--- config.mk ---
export PLATFORM = sky130hd
export DESIGN_NAME = dsp_pipe_ctrl
export DESIGN_NICKNAME = d
export VERILOG_FILES = /design/src/rtl/dsp_pipe_ctrl.sv
export SDC_FILE = /design/constraint.sdc
export NUM_CORES = 1
export LEC_CHECK = 0
export ABC_AREA = 0
export CAP_MARGIN = 40
export CORE_AREA = 2 2 39 41
export DETAILED_ROUTE_END_ITERATION = 8
export DIE_AREA = 0 0 41 43
export PLACE_DENSITY_LB_ADDON = 0.08
export SLEW_MARGIN = 15
export SYNTH_ARGS = -nofsm -noshare
export SYNTH_HDL_FRONTEND = slang
export SYNTH_SLANG_ARGS = --single-unit
--- constraint.sdc ---
create_clock -name clk -period 4.7 [get_ports clk]
set_input_delay 0.94 -clock clk [delete_from_list [all_inputs] [get_ports clk]]
set_output_delay 0.94 -clock clk [all_outputs]
set_load 0.005 [all_outputs]
--- src/rtl/dsp_pipe_ctrl.sv ---
// dsp_pipe_ctrl: valid/ready flow control for the DSP slice pipeline registers.
// Generates per-stage clock enables with bubble collapse, tracks a valid bit per
// registered stage, and reports how many items are held in the pipe.
module dsp_pipe_ctrl #(
    parameter int                STAGES     = 4,
    parameter logic [STAGES-1:0] STAGE_MASK = {STAGES{1'b1}},
    parameter int                OCC_W      = $clog2(STAGES + 1)
) (
    input  logic              clk,
    input  logic              rst_n,
    input  logic              flush,
    input  logic              in_valid,
    output logic              in_ready,
    output logic              out_valid,
    input  logic              out_ready,
    output logic [STAGES-1:0] ce,
    output logic [OCC_W-1:0]  occupancy
);

    logic [STAGES-1:0] vld_pipe;   // valid bit per registered stage (bypassed bits stay 0)
    logic [STAGES-1:0] vld_nxt;
    logic [STAGES-1:0] vin;        // valid presented at each stage input
    logic [STAGES-1:0] rdy;        // stage i can accept this cycle
    logic [OCC_W-1:0]  occ_nxt;
    logic              blk;        // reset or flush: freeze all transfers this cycle

    assign blk = !rst_n || flush;

    // Forward valid chain; bypassed stages pass their input valid straight through.
    always_comb begin : valid_chain
        logic v_run;
        v_run = in_valid;
        vin   = '0;
        for (int i = 0; i < STAGES; i++) begin
            vin[i] = v_run;
            if (STAGE_MASK[i]) v_run = vld_pipe[i];
        end
        out_valid = v_run && !blk;
    end

    // Backward ready chain; an empty registered stage is always ready (bubble collapse).
    always_comb begin : ready_chain
        logic r_run;
        r_run = out_ready;
        rdy   = '0;
        for (int i = STAGES - 1; i >= 0; i--) begin
            if (STAGE_MASK[i]) r_run = !vld_pipe[i] || r_run;
            rdy[i] = r_run;
        end
        in_ready = r_run && !blk;
    end

    assign ce = rdy & STAGE_MASK & {STAGES{!blk}};

    // Next valid state and its population count for the registered occupancy.
    always_comb begin : next_state
        vld_nxt = vld_pipe;
        occ_nxt = '0;
        for (int i = 0; i < STAGES; i++) begin
            if (ce[i]) vld_nxt[i] = vin[i];
        end
        vld_nxt = vld_nxt & STAGE_MASK;
        for (int i = 0; i < STAGES; i++) begin
            occ_nxt = occ_nxt + OCC_W'(vld_nxt[i]);
        end
    end

    // Valid bits and occupancy; reset and flush both empty the pipe.
    always_ff @(posedge clk) begin
        if (!rst_n || flush) begin
            vld_pipe  <= '0;
            occupancy <= '0;
        end else begin
            vld_pipe  <= vld_nxt;
            occupancy <= occ_nxt;
        end
    end

endmodule

# == Word level (Yosys, flattened, before mapping) ==
# Index checks and enable logic that the tools add are counted.
# W data, S select, Z words.
# word_totals
ff_bits,7
latchBits,0
ram_bits,0
mem_bits_ro,0
in_bits,5
output_inout_bits,9
elab_cells,23
memories,0
# op_classes
add_sub_neg,3
multipliers,0
div_mod_pow,0
magnitude_cmp,0
eq_ne,0
shift,0
mux,4
bitwise_logic,1
reduce_logical,13
# ops
operator,count
$logic_not A1 Y1,6
$logic_or A1 B1 Y1,5
$and A4 B4 Y4,1
$mux W1,4
$add A2 B1 Y3,1
$add A3 B1 Y3,1
$add A1 B1 Y2,1
$logic_and A1 B1 Y1,2

# == Logic depth before layout (Yosys ltp) ==
# Gate-level depths: netlist of the first run.
# depth
depth_word,10
mapped_depth,9
ltp_nobuf,8

# == Worst setup path before layout of the first run ==
# OpenSTA, ideal clock, no wires.
# synth_path
path_type,input -> register
start,in out_ready
end,reg occupancy[1]
setup_time_ns,0.115
t_arrival_ns,2.570
t_required_ns,4.585
setup_slack_ns,2.015
stages,9
n_path_buf,1
cell_sequence,and4b_1 > buf_6 > o21a_1 > a21oi_2 > fa_1 > inv_1 > ha_1 > ha_1 > and2_1
# synth_via
elab_chain_len,9
elab_cells_between_ends,12
cone_classes,add/sub (3); mux (4); bitwise (1); reduce/logical (4)
# synth_lines
element,line,rtl
from (decl),15,"input logic out_ready,"
$logic_or A1 B1 Y1 *,47,if (STAGE_MASK[i]) r_run = !vld_pipe[i] || r_run;
$logic_or A1 B1 Y1 (3 in a row),47,
$and A4 B4 Y4 *,53,assign ce = rdy & STAGE_MASK & {STAGES{!blk}};
$mux W1,60,if (ce[i]) vld_nxt[i] = vin[i];
$add A1 B1 Y2,64,occ_nxt = occ_nxt + OCC_W'(vld_nxt[i]);
$add A2 B1 Y3,64,
$add A3 B1 Y3 *,64,
via occ_nxt[1],24,logic [OCC_W-1:0] occ_nxt;
to (signal assigned),75,occupancy <= occ_nxt;
to (decl),17,output logic [OCC_W-1:0] occupancy
# Mark *: on every way through the listed nets, which the timed path passes. The rest lies on a longest branch.
# A chain may end at the register's enable or synchronous reset.

# == Final worst setup path of the first run ==
# layout_path
start,in rst_n
end,out out_valid
# layout_via
elab_chain_len,4
# layout_lines
element,line,rtl
from (decl),10,"input logic rst_n,"
$logic_not A1 Y1,27,assign blk = !rst_n || flush;
$logic_or A1 B1 Y1,27,
$logic_not A1 Y1,38,out_valid = v_run && !blk;
$logic_and A1 B1 Y1,38,
to (decl),14,"output logic out_valid,"
# No other way between the ends.

==> reports/results.txt, run 1 <==
Top delay family on crit path - buffers and inverters
Vias in the first global route - 317
Final setup vio count - 0
Leak pwr - 0.230 nW
Area contributors post-synth - dfxtp_1, and2_1, nor2_1, ha_1, a21oi_1
Chip Height - 43 µm
WP data arrival - 2550 ps
Layout cells sized above 1 - 8.62%
CP Launch Type - input pin
Ys Warns - 0
FP Rows - 14
Nets - 67
Core Util, Final - 38.5%
Drt wl/cell - 9.62 µm
Register area share after synthesis - 36.4%
Synth-to-Final Area Change - 38.3%
Worst skew pair latency - 250 ps
TritonCTS clock tree - built
Period minus WS final - 3490 ps
Clk buf depth - 2
Syn Std Cell Area - 385 µm²
Unique masters post-synth - 20
Maxcap violations - 0
Power Dens Cells - 248 nW/µm²
Critical setup path kind - in2out
Post-Syn Instances - 45
Final TNS setup - 0 ps
Port bufs - 13
Routed Antenna Nets - 0
GRT overflow - 0
Final Hold Fails - 0
Cells after DPL - 70
Clock skew - 2.26 ps
Critical path required time - 3760 ps
Total Power - 0.132 mW
Buf/Inv on CP - 2
Max_slew headroom - 64.9%
TritonRoute pass-1 iters - 4
Global Route Usage Sum - 11.2%
Ant diodes - 0
DP HPWL - 602 µm
Fmax - 287 MHz
Reg clk slew, reported paths - 50 ps
Fin crit share - 74.2%
Initial DRC count - 8
Clock sink total - 7
Worst Path Max Fanout - 9
Critical Path Stages - 4
Post-Syn Nets - 53
RSZ-0062 raised after global routing - false
Top cell type's share of synthesized area - 36.4%
Root Buffer - clkbuf_4
H-tree depth reported by CTS - 1
Worst-margin pin slew - 526 ps
CP Cell Sequence - clkdlybuf4s50_1 -> nor2b_1 -> and2_1 -> clkdlybuf4s50_1
WHS Path Cells - 2
CTS Buf Count - 3
Initial antenna violation count - 0
Post-route DRC - 0
Slew Viols, Final - 0
Vias - 335
Slowest CP cell - clkdlybuf4s50_1
Total setup buffers inserted after CTS - 0
Fin cells - 74
Hold Crit Class - reg2reg
RD Place Congestion - 0.656
# IOs - 14
Syn Area/Cell - 8.56 µm²
First-pass GRT wire length - 1300 µm
Most frequent CP cell - clkdlybuf4s50_1
Hold_buf cts - 0
Critical path's largest stage delay - 490 ps
Core area - 1380 µm²
#FFs+latches synth - 7
Resized Gates After CTS - 0
Top cell type by total area after synthesis - dfxtp_1
Worst reg-to-reg path cell count - 8
Status - complete, no violations
Die W - 41 µm
Max IR drop VDD - 0.000106 V
Initial Util - 27.8%
Die area - 1760 µm²
Worst setup EP type - output port
Largest net degree at the start of global routing - 12
Routed vias/inst - 4.53
Final WL - 712 µm
cell usage in the layout, fill, tap and decap left out:
cell type | synthesis | layout
clkbuf_1 | 0 | 1
clkbuf_4 | 0 | 3
and2_1 | 5 | 5
nand2_1 | 3 | 3
ha_1 | 2 | 2
clkdlybuf4s50_1 | 0 | 13
inv_1 | 2 | 2
nand2b_1 | 1 | 1
o21ai_0 | 1 | 1
dfxtp_1 | 7 | 7
a21oi_2 | 1 | 1
nor2b_1 | 1 | 1
nor2_1 | 8 | 8
a21oi_1 | 4 | 4
and2b_1 | 1 | 1
fa_1 | 1 | 1
a22oi_1 | 1 | 1
a211oi_2 | 1 | 1
and4b_1 | 1 | 1
o21a_1 | 1 | 1
layout make-up:
cell class | count | area [µm²]
well taps | 16 | 20.0
repair buffers | 13 | 130
multi-input cells | 32 | 209
inverters | 2 | 7.51
clock buffers | 4 | 26.3
fillers | 154 | 851
flip-flops and latches | 7 | 140
registers in the layout (all words and copies together) (netlist names):
signal     cells
vld_pipe       4
occupancy      3
routing by layer:
metal / GRT usage, % / share of wire, % / vias to the layer above / wire length, µm
li1: - / - / 171 / -
met4: 4.00 / 0 / 0 / 0
met3: 6.81 / 8.4 / 0 / 60
met1: 11.3 / 41 / 151 / 293
met2: 17.8 / 50 / 13 / 359
met5: 0 / 0 / - / 0
through the flow:
step	cell area, µm²	hold slack (ps)	setup WS, ps
6_report	533	520	1210
5_1_grt	533	550	1070
4_1_cts	533	523	1190
3_5_place_dp	507	515	1200
3_3_place_gp	507	517	1220
2_1_floorplan	385	492	2010
worst reg2reg max path: cells and delay by family (launching register included):
| kind | cells | cell delay, ps |
|---|---|---|
| adder cells (fa/ha/maj) | 3 | 990 |
| AND/OR/NAND/NOR | 2 | 480 |
| flip-flops | 1 | 410 |
| AO/OA/AOI/OAI | 2 | 220 |
| buffers and inverters | 1 | 40 |
synth_stat cells:
| cell type | n |
|---|---|
| a211oi_2 | 1 |
| a21oi_1 | 4 |
| a21oi_2 | 1 |
| a22oi_1 | 1 |
| and2_1 | 5 |
| and2b_1 | 1 |
| and4b_1 | 1 |
| buf_2 | 2 |
| buf_4 | 1 |
| buf_6 | 1 |
| dfxtp_1 | 7 |
| fa_1 | 1 |
| ha_1 | 2 |
| inv_1 | 2 |
| nand2_1 | 3 |
| nand2b_1 | 1 |
| nor2_1 | 8 |
| nor2b_1 | 1 |
| o21a_1 | 1 |
| o21ai_0 | 1 |
final timing paths:
check / startpoint / end / slack [ps]
setup / recovery: rst_n / out_valid / 1210
hold / removal: vld_pipe[0] / vld_pipe[1] / 520
hold reg to reg: vld_pipe[0] / vld_pipe[1] / 520
setup reg to reg: vld_pipe[2] / occupancy[1] / 2450
where the power goes:
| part | total, mW | internal, mW | switching (mW) |
|---|---|---|---|
| sequential | 0.0610 | 0.0604 | 0.000690 |
| combinational | 0.0172 | 0.0101 | 0.00706 |
| clock | 0.0541 | 0.0324 | 0.0218 |
| total | 0.132 | 0.103 | 0.0295 |
cells by family (layout without fill, tap and decap cells):
family                     after synthesis  count (layout)  synth area share [%]
DFF                                      7               7                  36.4
and+or+nand+nor                         20              20                  26.6
adders and majority gates                3               3                  11.7
buffers and inverters                    6              19                  9.42
AOI/OAI and AO/OA                        9               9                  15.9
No activity file was read; power rests on OpenSTA's default activity.
==> run 2, diff against run 1 <==
==> constraint.sdc (replaced) <==
create_clock -name clk -period 3 [get_ports clk]
set_input_delay 0.6 -clock clk [delete_from_list [all_inputs] [get_ports clk]]
set_output_delay 0.6 -clock clk [all_outputs]
set_load 0.005 [all_outputs]
==> reports/results.txt, run 2 (synthesis gave the netlist of run 1 again) <==
Clock share of power - 39.8% (-1.1 points)
Initial DRC count - 0 (-8)
Comb power frac - 14.4% (+1.4 points)
Hold Crit Class - reg2reg
Critical setup path kind - in2out
Final TNS setup - 0 ps (unchanged)
Maxcap violations - 0 (unchanged)
Post-route DRC - 0 (unchanged)
Final setup vio count - 0 (unchanged)
Initial antenna violation count - 0 (unchanged)
WP data arrival - 2210 ps (-340 ps)
Top flop regs - vld_pipe: 4 flops, occupancy: 3 flops
Die area - 1760 µm² (unchanged)
TritonRoute pass-1 iters - 1 (-3)
Clock sink total - 7 (unchanged)
Final WL - 758 µm (+6.5%)
Max IR drop VDD - 0.000165 V (+56%)
Max_slew headroom - 81.9% (+17 points)
DP HPWL - 623 µm (+3.5%)
Sw Share - 21.7% (-0.56 points)
Die W - 41 µm (unchanged)
Status - complete, no violations
Hold_buf cts - 0 (unchanged)
Nets - 71 (+6.0%)
CP Launch Type - input pin
Most frequent CP cell - clkdlybuf4s50_1
TritonCTS clock tree - built
Clk buf depth - 2 (unchanged)
Vias - 345 (+3.0%)
Commonest cells after routing, fill and taps aside - clkdlybuf4s50_1, nor2_1, dfxtp_1
WHS - 526 ps (+6.06 ps)
Global Route Usage Sum - 11.7% (+0.53 points)
Clock skew - 7.12 ps (+4.86 ps)
CTS Buf Count - 3 (unchanged)
Routed Antenna Nets - 0 (unchanged)
Cell Area, Placed - 537 µm² (+5.9%)
Most common cell after layout, fill and taps aside - clkdlybuf4s50_1
Drt wl/cell - 9.72 µm (+1.0%)
Total setup buffers inserted after CTS - 0 (unchanged)
Final Hold Fails - 0 (unchanged)
Fmax - 356 MHz
P_sw - 0.0455 mW (+54%)
# IOs - 14 (unchanged)
Largest net degree at the start of global routing - 8 (-4)
Routed vias/inst - 4.42 (-2.3%)
Layout cells sized above 1 - 14.5% (+5.9 points)
RD Place Congestion - 0.684 (+4.1%)
Worst skew pair latency - 250 ps (about the same)
Worst-margin pin slew - 271 ps (-254 ps)
Worst setup EP type - output port
Worst Path Max Fanout - 5 (-4)
Vias in the first global route - 336 (+6.0%)
Resized Gates After CTS - 0 (unchanged)
Design Area, Final - 563 µm² (+5.6%)
Chip Height - 43 µm (unchanged)
Fin crit share - 93.5%
CP Cell Sequence - clkdlybuf4s50_1 -> and4b_1 -> buf_4 -> a21oi_1 -> clkdlybuf4s50_1
Period minus WS final - 2810 ps
First-pass GRT wire length - 1320 µm (+1.0%)
Initial Util - 27.8% (unchanged)
Root Buffer - clkbuf_4
H-tree depth reported by CTS - 1 (unchanged)
FP Rows - 14 (unchanged)
Power Dens Cells - 372 nW/µm² (+50%)
Leak pwr - 0.250 nW (+8.8%)
RSZ-0062 raised after global routing - false
Synth-to-Final Area Change - 46.1%
Biggest register - vld_pipe
GRT overflow - 0 (unchanged)
Largest register FFs - 4 (unchanged)
Port bufs - 13 (unchanged)
Critical path required time - 2400 ps (-1360 ps)
Slowest CP cell - clkdlybuf4s50_1
Slew Viols, Final - 0 (unchanged)
Core area - 1380 µm² (unchanged)
Critical path's largest stage delay - 540 ps (+50 ps)
Pint - 0.164 mW (+59%)
Total Power - 0.209 mW (+58%)
Reg power frac - 45.7% (-0.4 points)
Reg clk slew, reported paths - 50 ps (about the same)
Ant diodes - 0 (unchanged)
run 2: cell types whose count changed in the layout (fill, tap and decap cells not counted):
cell	delta
buf_4	+4
run 2: critical path, delay by kind of cell:
family,cells,cell delay (ps)
buf+inv,3,1190
simple gates,1,220
compound gates,1,200
run 2: power groups by stage:
stage | logic, mW | clock network, mW | registers (mW)
6_report | 0.0302 | 0.0834 | 0.0957
2_1_floorplan | 0.0131 | 0 | 0.0975
5_1_grt | 0.0342 | 0.0901 | 0.0957
4_1_cts | 0.0309 | 0.0878 | 0.0957
3_5_place_dp | 0.0302 | 0 | 0.0976
3_3_place_gp | 0.0296 | 0 | 0.0976
run 2: area by class of cell:
| cell class | instances | area (µm²) |
|---|---|---|
| fillers | 139 | 821 |
| multi-input cells | 32 | 209 |
| repair buffers | 17 | 160 |
| flip-flops and latches | 7 | 140 |
| clock buffers | 4 | 26.3 |
| well taps | 16 | 20.0 |
| inverters | 2 | 7.51 |
run 2: final timing paths:
kind	start	to	slack, ps	depth (start not counted)
setup / recovery	out_ready	ce[0]	190	5
setup reg to reg	vld_pipe[2]	occupancy[1]	910	8
hold reg to reg	vld_pipe[0]	vld_pipe[1]	530	2
hold / removal	vld_pipe[0]	vld_pipe[1]	530	2
run 2: per-layer routing:
metal	GRT usage, %	vias up	wire length (µm)
met1	11.7	154	300
met4	8.00	0	9
met3	4.71	2	60
met2	18.4	11	387
li1	-	178	-
met5	0	-	0
run 2: stage by stage:
stage | setup slack (ps) | util [%] | instances
after floorplan | 655 | - | 45
after global placement | 185 | 38.8 | 74
after detailed placement | 164 | 38.8 | 74
after CTS | 158 | 40.7 | 78
after global routing | 91.8 | 40.7 | 78
final | 194 | 40.7 | 78
==> run 3, diff against run 2 <==
--- a/config.mk
+++ b/config.mk
@@ -6,11 +6,12 @@
 export NUM_CORES = 1
 export LEC_CHECK = 0
 export ABC_AREA = 0
-export CAP_MARGIN = 40
+export ABC_CLOCK_PERIOD_IN_PS = 3000
+export CAP_MARGIN = 0
 export CORE_AREA = 2 2 39 41
 export DETAILED_ROUTE_END_ITERATION = 8
 export DIE_AREA = 0 0 41 43
-export PLACE_DENSITY_LB_ADDON = 0.08
+export PLACE_DENSITY_LB_ADDON = 0.05
 export SLEW_MARGIN = 15
 export SYNTH_ARGS = -nofsm -noshare
 export SYNTH_HDL_FRONTEND = slang
==> reports/results.txt, run 3 (synthesis gave the netlist of run 1 again) <==
Nets - 71 (unchanged)
Leak pwr - 0.250 nW (unchanged)
Biggest register - vld_pipe
Critical path required time - 2400 ps (about the same)
Final TNS setup - 0 ps (unchanged)
Clk buf depth - 2 (unchanged)
GRT overflow - 0 (unchanged)
Reg power frac - 45.6% (about the same)
Clock sink total - 7 (unchanged)
Core area - 1380 µm² (unchanged)
Post-route DRC - 0 (unchanged)
Fmax - 361 MHz (+1.2%)
Worst Path Max Fanout - 5 (unchanged)
CTS Buf Count - 3 (unchanged)
Initial Util - 27.8% (unchanged)
Worst setup EP type - output port
Pint - 0.164 mW (about the same)
Most frequent CP cell - clkdlybuf4s50_1
TritonRoute pass-1 iters - 2 (+1)
Top flop regs - vld_pipe: 4 flops, occupancy: 3 flops
Period minus WS final - 2770 ps (-32.7 ps)
WHS Endpoint - vld_pipe[1]
CP Cell Sequence - clkdlybuf4s50_1 -> and4b_1 -> buf_4 -> a21oi_1 -> clkdlybuf4s50_1
FILL cells - 154 (+11%)
Final setup vio count - 0 (unchanged)
Routed Antenna Nets - 0 (unchanged)
Status - complete, no violations
Design Area, Final - 563 µm² (unchanged)
Initial antenna violation count - 0 (unchanged)
Cell Area, Placed - 537 µm² (unchanged)
Worst-margin pin slew - 261 ps (-10.6 ps)
Layout cells sized above 1 - 14.5% (unchanged)
R2R Path End - occupancy[1]
WHS - 526 ps (-0.935 ps)
Reg clk slew, reported paths - 60 ps (about the same)
Global Route Usage Sum - 11.1% (-0.63 points)
Maxcap violations - 0 (unchanged)
R2R setup slack - 860 ps (-50 ps)
CP Launch Type - input pin
Critical path's largest stage delay - 530 ps (about the same)
Largest net degree at the start of global routing - 8 (unchanged)
Comb power frac - 14.2% (-0.2 points)
WP data arrival - 2170 ps (-40 ps)
RD Place Congestion - 0.750 (+9.7%)
Slowest CP cell - clkdlybuf4s50_1
Die W - 41 µm (unchanged)
Total setup buffers inserted after CTS - 0 (unchanged)
Grt met2 use - 18.4% (unchanged)
Resized Gates After CTS - 0 (unchanged)
Worst skew pair latency - 250 ps (about the same)
Gr busiest metal - met2
Hold Crit Class - reg2reg
Sw Share - 22.0% (+0.29 points)
Critical setup path kind - in2out
Chip Height - 43 µm (unchanged)
H-tree depth reported by CTS - 1 (unchanged)
Total Power - 0.210 mW (+0.32%)
Root Buffer - clkbuf_4
First-pass GRT wire length - 1290 µm (-2.1%)
Slew Viols, Final - 0 (unchanged)
Synth-to-Final Area Change - 46.1% (unchanged)
Commonest cells after routing, fill and taps aside - clkdlybuf4s50_1, nor2_1, dfxtp_1
DP HPWL - 592 µm (-5.1%)
P_sw - 0.0462 mW (+1.7%)
Ant diodes - 0 (unchanged)
FP Rows - 14 (unchanged)
Power Dens Cells - 373 nW/µm² (+0.32%)
TritonCTS clock tree - built
Routed vias/inst - 4.44 (+0.29%)
Final Hold Fails - 0 (unchanged)
Worst reg-to-reg path cell count - 8 (unchanged)
Die area - 1760 µm² (unchanged)
Fin crit share - 92.4% (-1.1 points)
Max IR drop VDD - 0.000178 V (+7.6%)
Port bufs - 13 (unchanged)
Vias in the first global route - 321 (-4.5%)
Largest register FFs - 4 (unchanged)
RR Startpoint - vld_pipe[2]
Drt wl/cell - 9.63 µm (-0.92%)
Most common cell after layout, fill and taps aside - clkdlybuf4s50_1
# IOs - 14 (unchanged)
Clock share of power - 40.2% (+0.4 points)
Final WL - 751 µm (-0.92%)
Hold Crit Start - vld_pipe[0]
Hold_buf cts - 0 (unchanged)
Initial DRC count - 6 (+6)
Cells after DPL - 74 (unchanged)
RSZ-0062 raised after global routing - false
Vias - 346 (+0.29%)
Fin cells - 78 (unchanged)
Max_slew headroom - 82.6% (+0.70 points)
Met1 Use GR - 11.7% (-0.076 points)
Met3 Use GR - 4.71% (unchanged)
Clock skew - 6.61 ps (-0.506 ps)
WHS Path Cells - 2 (unchanged)
-- run 3: cell counts in the layout (fill, tap and decap cells not counted) --
No cell type changed its count.
-- run 3: worst max path at each step --
stage | slack, ps | to | start | depth (start not counted)
after floorplan | 650 | occupancy[1] | out_ready | 9
after global placement | 210 | occupancy[1] | flush | 9
after detailed placement | 160 | occupancy[1] | flush | 9
after CTS | 220 | ce[0] | out_ready | 5
after global routing | 150 | ce[0] | out_ready | 5
final | 230 | ce[0] | out_ready | 5
-- run 3: per-layer routing --
metal / routed length, µm / part of all wire, %
met5: 0 / 0
met4: 0 / 0
met3: 41 / 5.5
met2: 399 / 53
met1: 310 / 41
-- run 3: final cells by class --
| type | instances | area (µm²) | share of cell area (%) |
|---|---|---|---|
| inverters | 2 | 7.51 | 1.33 |
| clock buffers | 4 | 26.3 | 4.67 |
| well taps | 16 | 20.0 | 3.56 |
| repair buffers | 17 | 160 | 28.4 |
| flip-flops and latches | 7 | 140 | 24.9 |
| multi-input cells | 32 | 209 | 37.1 |
-- run 3: power groups by stage --
stage | Combinational [mW] | Clock (mW) | Sequential, mW
2_1_floorplan | 0.0131 | 0 | 0.0975
3_3_place_gp | 0.0296 | 0 | 0.0976
3_5_place_dp | 0.0298 | 0 | 0.0976
4_1_cts | 0.0304 | 0.0874 | 0.0957
5_1_grt | 0.0333 | 0.0898 | 0.0958
6_report | 0.0299 | 0.0843 | 0.0957
-- run 3: worst max-delay path, delay by kind of cell --
family	cells	cell delay [ps]
AOI/OAI and AO/OA	1	180
buffers and inverters	3	1170
and+or+nand+nor	1	220
-- run 3: metrics by stage --
step,util [%],worst slack (ps)
after floorplan,-,655
after global routing,40.7,151
after detailed placement,38.8,160
final,40.7,227
after CTS,40.7,220
after global placement,38.8,208
